File: src/rtl/btn_event.sv
// btn_event: converts a conditioned button level into press / release / auto-repeat
// events, delivered through a single-entry valid/ready slot with a sticky overflow flag.
module btn_event #(
  parameter int SyncStages   = 2,
  parameter int HoldDelay    = 500,
  parameter int RepeatPeriod = 100,
  parameter int Inverted     = 0
) (
  input  logic       clock,
  input  logic       reset,
  input  logic       sigin,
  output logic       ev_valid,
  output logic [1:0] ev_code,
  input  logic       ev_ready,
  output logic       pressed,
  output logic       overflow,
  input  logic       ovf_clear
);

  localparam logic Inv      = (Inverted != 0);
  localparam logic RepeatEn = (RepeatPeriod != 0);
  localparam int   MaxCnt   = (HoldDelay > RepeatPeriod) ? HoldDelay : RepeatPeriod;
  localparam int   CntW     = $clog2(MaxCnt + 1);
  localparam logic [CntW-1:0] HoldLoad = CntW'(HoldDelay - 1);
  localparam logic [CntW-1:0] RepLoad  = CntW'((RepeatPeriod > 0) ? RepeatPeriod - 1 : 0);

  typedef enum logic [1:0] {IDLE, HOLD, REPEAT, DOWN} state_e;
  typedef enum logic [1:0] {
    EV_NONE    = 2'b00,
    EV_PRESS   = 2'b01,
    EV_RELEASE = 2'b10,
    EV_REPEAT  = 2'b11
  } ev_e;

  logic [SyncStages-1:0] sync;
  logic                  level;
  logic                  rise;
  state_e                state, state_n;
  logic [CntW-1:0]       cnt, cnt_n;
  logic                  gen_valid;
  ev_e                   gen_code;
  logic                  xfer;
  logic                  slot_valid_n;
  ev_e                   slot_code, slot_code_n;
  logic                  ovf_set;

  // Chain resets to the inactive level so no spurious press follows reset.
  always_ff @(posedge clock or posedge reset) begin
    if (reset) sync <= {SyncStages{Inv}};
    else       sync <= {sync[SyncStages-2:0], sigin};
  end

  assign level = sync[SyncStages-1] ^ Inv;

  always_ff @(posedge clock or posedge reset) begin
    if (reset) pressed <= 1'b0;
    else       pressed <= level;
  end

  assign rise = level & ~pressed;

  always_ff @(posedge clock or posedge reset) begin
    if (reset) begin
      state <= IDLE;
      cnt   <= '0;
    end else begin
      state <= state_n;
      cnt   <= cnt_n;
    end
  end

  always_comb begin
    state_n = state;
    cnt_n   = cnt;
    case (state)
      IDLE: begin
        if (rise) begin
          if (RepeatEn) begin
            state_n = HOLD;
            cnt_n   = HoldLoad;
          end else begin
            state_n = DOWN;
          end
        end
      end
      HOLD, REPEAT: begin
        if (!level) begin
          state_n = IDLE;
          cnt_n   = '0;
        end else if (cnt == '0) begin
          state_n = REPEAT;
          cnt_n   = RepLoad;
        end else begin
          cnt_n = cnt - CntW'(1);
        end
      end
      DOWN: begin
        if (!level) state_n = IDLE;
      end
      default: state_n = IDLE;
    endcase
  end

  // Release is tested before counter expiry so it wins a same-cycle tie.
  always_comb begin
    gen_valid = 1'b0;
    gen_code  = EV_NONE;
    case (state)
      IDLE: begin
        if (rise) begin
          gen_valid = 1'b1;
          gen_code  = EV_PRESS;
        end
      end
      HOLD, REPEAT: begin
        if (!level) begin
          gen_valid = 1'b1;
          gen_code  = EV_RELEASE;
        end else if (cnt == '0) begin
          gen_valid = 1'b1;
          gen_code  = EV_REPEAT;
        end
      end
      DOWN: begin
        if (!level) begin
          gen_valid = 1'b1;
          gen_code  = EV_RELEASE;
        end
      end
      default: gen_valid = 1'b0;
    endcase
  end

  assign xfer = ev_valid & ev_ready;

  // A full, stalled slot drops new events, except that a release may replace a pending repeat.
  always_comb begin
    slot_valid_n = ev_valid;
    slot_code_n  = slot_code;
    ovf_set      = 1'b0;
    if (xfer) begin
      slot_valid_n = 1'b0;
      slot_code_n  = EV_NONE;
    end
    if (gen_valid) begin
      if (!ev_valid || xfer) begin
        slot_valid_n = 1'b1;
        slot_code_n  = gen_code;
      end else begin
        ovf_set = 1'b1;
        if (gen_code == EV_RELEASE && slot_code == EV_REPEAT) slot_code_n = EV_RELEASE;
      end
    end
  end

  always_ff @(posedge clock or posedge reset) begin
    if (reset) begin
      ev_valid  <= 1'b0;
      slot_code <= EV_NONE;
      overflow  <= 1'b0;
    end else begin
      ev_valid  <= slot_valid_n;
      slot_code <= slot_code_n;
      overflow  <= ovf_set | (overflow & ~ovf_clear);
    end
  end

  assign ev_code = slot_code;

endmodule

File: config.mk
export PLATFORM = sky130hd
export DESIGN_NAME = btn_event
export DESIGN_NICKNAME = d
export VERILOG_FILES = /design/src/rtl/btn_event.sv
export SDC_FILE = /design/constraint.sdc
export NUM_CORES = 1
export LEC_CHECK = 0
export ABC_AREA = 1
export ABC_CLOCK_PERIOD_IN_PS = 1900
export BUFFER_PORTS_ARGS = -buffer_cell sky130_fd_sc_hd__buf_4
export CELL_PAD_IN_SITES_DETAIL_PLACEMENT = 1
export CELL_PAD_IN_SITES_GLOBAL_PLACEMENT = 2
export CORE_UTILIZATION = 33
export DETAILED_ROUTE_END_ITERATION = 10
export MAX_ROUTING_LAYER = met4
export PLACE_DENSITY_LB_ADDON = 0.25
export SYNTH_ARGS = -nofsm -noshare
export SYNTH_HDL_FRONTEND = slang
export SYNTH_SLANG_ARGS = --single-unit
File: constraint.sdc
create_clock -name clock -period 1.9 [get_ports clock]
set_input_delay 0.38 -clock clock [delete_from_list [all_inputs] [get_ports clock]]
set_output_delay 0.38 -clock clock [all_outputs]
set_load 0.05 [all_outputs]
* Word level (Yosys, flattened, before mapping) *
Cells that the tools add are included.

cells by class
  add/subtract/negate cells = 1
  multipliers = 0
  div/mod/pow operators = 0
  order comparisons = 0
  eq/ne operators = 8
  shift operators = 0
  mux-type cells = 28
  bitwise gates (word level) = 6
  reductions and logical operators = 9

operator list
  kind                 number
  $mux 9               3
  $mux 2               11
  $pmux 9 s2           1
  $pmux 2 s3           2
  $mux 1               10
  $logic_not 9->1      1
  $sub 9x1->9 const B  1
  $eq 2x2->1 const B   4
  $ne 2x2->1 const B   2
  $and 1x1->1          3
  $ne 3x3->1 const B   1
  $pmux 1 s3           1
  $reduce_and 3->1     1
  $eq 2x1->1 const B   1
  $logic_not 2->1      1
  $not 1->1            2
  $reduce_and 2->1     1
  $reduce_bool 2->1    1
  $reduce_or 2->1      1
  $logic_and 1x1->1    1
  $logic_not 1->1      1
  $logic_or 1x1->1     1
  $or 1x1->1           1

storage, ports and cells
  flip-flop bits (word level) = 18
  bits in latches = 0
  RAM bits = 0
  bits in read-only memories = 0
  input port bits = 5
  output and inout bits = 5
  logic and storage cells = 59
  memories = 0

* Depth between registers and ports, before layout *
  word-level depth = 9
  gate-level depth with buffers = 11
  mapped depth without buffers = 11

* Worst setup path before layout *
Ideal clock, no wire load.

  path kind = reg2reg
  from = register state[0]
  to = register cnt[1]
  library setup time = 0.141 ns
  arrival = 1.338 ns
  data required time = 1.759 ns
  path slack = 0.420 ns
  stages on the path, launching flop included = 7
  path buffers = 0
  clock period less this slack = 1.480 ns
  cell sequence = dfrtp_1 > inv_1 > ha_1 > nor2_1 > nor2_4 > nand2_1 > o221ai_1

on the way
  word-level cells in the longest chain between the ends = 4
  elaborated cells between the ends (all ways) = 8
  those cells by class = eq/ne (3); mux (1); reduce/logical (4)

ends and longest elaborated chain
  item                                      RTL line  RTL
  start: declaration                        38        state_e state, state_n;
  start signal: assignment                  67        state <= state_n;
  $eq 2x1->1 or $eq 2x2->1 (tied branches)  75        case (state)
  $reduce_or 2->1                           75
  $reduce_bool 2->1 (no line)               -
  $reduce_and 2->1 (no line)                -
  end signal: assignment                    68        cnt <= cnt_n;
  end: declaration                          39        logic [CntW-1:0] cnt, cnt_n;

Several ways; a longest one is shown, not always the timed one.
A chain may end at the register's enable or synchronous reset.

* Worst setup path in the final report *
  from = register state[1]
  to = register cnt[0]

The elaborated chain is that of the path after synthesis.

==> run summary <==
Status = finished clean
Hold WC Path Type = input pin to flip-flop
Hpwl dp = 1653 um
Row count = 19
CTS root buffer = clkbuf_4
Number of diodes = 0
Count of unique library cells instantiated by Yosys = 24
Peak VDD IR = 0.5705 mV
CTS sink cnt = 18
CP max stage delay = 0.41 ns
Total Negative Setup Slacks = 0 ns
Crit Path Category = flip-flop to flip-flop
RSZ-0062 raised after global routing = no
Gr ovfl total = 0
Net Count, Synth = 136
Nets = 154
# DRC = 0
Crit. End Element = flip-flop
Avg Inst Size Synth = 7.901 um2
Simple-gate share of the synthesized area = 26.93%
Largest family of logic cells by synthesized area = simple AND/OR/NAND/NOR gates
Number of global-route vias before repair = 919
Die H = 57.15 um
Clock slew at reported path FFs = 0.12 ns
I/O Pins = 10
Most frequent cells in the layout = 32 x nand2_1, 19 x inv_1, 18 x dfrtp_1
Post-Synth XOR/XNOR Area = 2.618%
Fin. max-slew vios = 0
Hold Vio Cnt, Final = 0
Pwr per Cell Area = 1800 nW/um2
Max-Slew Margin vs Limit = 51.59%
Initial antenna violation count = 0
Adder-cell share of the synthesized area = 4.988%
Final instance area = 1175 um2
Area grow syn2layout = 17.08%
Starting density of the core = 35.47%
Placeable Area = 2829 um2
Initial DRC Count = 19
Die W = 57.15 um
Syn Inst Count = 127
Largest net degree at the start of global routing = 19
Final setup fails = 0
Compound-Gate Fraction of Synth Area = 10.47%
Worst-case clock buffer depth = 2
CP cell instances = inv_1, ha_1, nor2_2, nor2_4, nand2_1, inv_1, o21ai_0, o211ai_1
Leakage power = 0.6130 nW
Clock Skews = 0.009030 ns
CTS H-tree depth = 1
GRT Overall Usage = 16.63%
Worst Max-Slew Pin Slew = 0.7253 ns
Placer congestion estimate = 0.7947
Global-route wire length before repair = 4043 um
Cell area after placement = 1106 um2
Crit Path Max Fanout = 11
Critical Path RT = 2.07 ns
Slowest-stage cell, CP = dfrtp_1
Max cap viols = 0
CTS tree = yes
Multiplexer share of the synthesized area = 0%
Flops & latches, synth = 18
Worst path arrival time = 1.84 ns
Tmin final = 1.674 ns
Die Area = 3266 um2
Num CTS Buffers = 3
Sequential area share after synthesis = 44.89%
Vias = 869
Max Clk Rate = 597.5 MHz
Commonest non-fill, non-tap cell in the layout = nand2_1
Synth warn = 0
Worst path most repeated cell = inv_1
Hold_buf cts = 0
CP startpoint kind = flip-flop
Overall Power = 2.115 mW
First-pass iteration count of the detailed router = 4
Per-cell routed wire length = 12.92 um
Vias per cell = 4.966
Post-DRT Antenna Nets = 0
Cell area after synthesis = 1003 um2
Total Wirelength = 2261 um
Share of cells above drive strength 1 = 21.53%
Final cycle utilization of the critical path = 88.09%
Clk_lat worst skew = 0.31 ns
Buffers on Ports = 9
## per-layer routing
metal	wire length (um)	track usage (%)	part of all wire, %
met1	1110	21.27	49
met3	96	3.628	4.2
met2	1018	25.38	45
met5	0	-	0
met4	36	7.317	1.6
## what timing repair did
| action | in CTS | in global routing |
|---|---|---|
| buffers inserted | 0 | 4 |
| gates resized for setup | 0 | 1 |
| endpoints found under the setup margin | 0 | 3 |
## critical path, delay by kind of cell (launching register included)
| kind | cells | cell delay (ns) |
|---|---|---|
| buf+inv | 2 | 0.16 |
| fa+ha+maj | 1 | 0.34 |
| compound gates | 2 | 0.22 |
| simple gates | 3 | 0.41 |
| flops | 1 | 0.41 |
## state kept, by name (all words and copies together), names as in the netlist
register,count
sync,2
cnt,9
ev_valid,1
state,2
overflow,1
pressed,1
ev_code,2
## stage by stage
step / hold WS, ns / util [%] / instances / worst slack, ns
2_1_floorplan: 0.3186 / - / 127 / 0.4202
3_3_place_gp: 0.3432 / 39.10 / 167 / 0.2452
3_5_place_dp: 0.3465 / 39.10 / 167 / 0.1550
4_1_cts: 0.1633 / 40.38 / 171 / 0.1317
5_1_grt: 0.1526 / 41.53 / 175 / 0.06230
6_report: 0.1673 / 41.53 / 175 / 0.2264
## layout make-up
cell class	count	area [um2]
Tap cell	31	38.79
Timing Repair Buffer	14	105.1
Clock buffer	4	36.28
Inverter	24	90.09
Multi-Input combinational cell	84	454.2
Sequential cell	18	450.4
Fill cell	341	1654
## final timing paths
check | from | endpoint | slack [ns] | cells after the start
worst max-delay path | state[1] | cnt[0] | 0.23 | 8
worst min-delay path | sigin | sync[0] | 0.17 | 1
worst max register to register | state[1] | cnt[0] | 0.23 | 8
worst min register to register | sync[0] | sync[1] | 0.37 | 0
max in group asynchronous | reset | cnt[1] | 1.25 | 2
min in group asynchronous | reset | overflow | 0.18 | 2
## power breakdown
part / internal [mW] / switching [mW]
registers: 0.542 / 0.0945
logic: 0.449 / 0.778
clock network: 0.117 / 0.134
total: 1.11 / 1.01
## cells in the mapped netlist
| library cell | instances | area share (%) |
|---|---|---|
| o21ai_1 | 2 | 1.0 |
| xor2_1 | 3 | 2.6 |
| a21oi_1 | 4 | 2.0 |
| buf_6 | 1 | 1.1 |
| and2_1 | 1 | 0.62 |
| nor2_2 | 1 | 0.62 |
| o221ai_1 | 1 | 0.87 |
| nor2_1 | 7 | 2.6 |
| inv_2 | 5 | 1.9 |
| nor3_1 | 1 | 0.50 |
| inv_1 | 19 | 7.1 |
| nand3b_1 | 1 | 0.75 |
| nor2_4 | 1 | 1.1 |
| nand4_1 | 3 | 1.9 |
| o21ai_2 | 1 | 0.87 |
| ha_1 | 4 | 5.0 |
| dfrtp_1 | 18 | 45 |
| nand3_1 | 8 | 4.0 |
| o211ai_1 | 2 | 1.5 |
| nand2_2 | 3 | 1.9 |
| nand2_1 | 32 | 12 |
| o31ai_1 | 1 | 0.75 |
| nand3_2 | 1 | 1.0 |
| o21ai_0 | 7 | 3.5 |
## cell families after synthesis
| kind of cell | Yosys count |
|---|---|
| compound gates | 18 |
| xor+xnor | 3 |
| fa+ha+maj | 4 |
| buf+inv | 25 |
| flops | 18 |
| simple gates | 59 |
(Power assumes the default switching activity.)
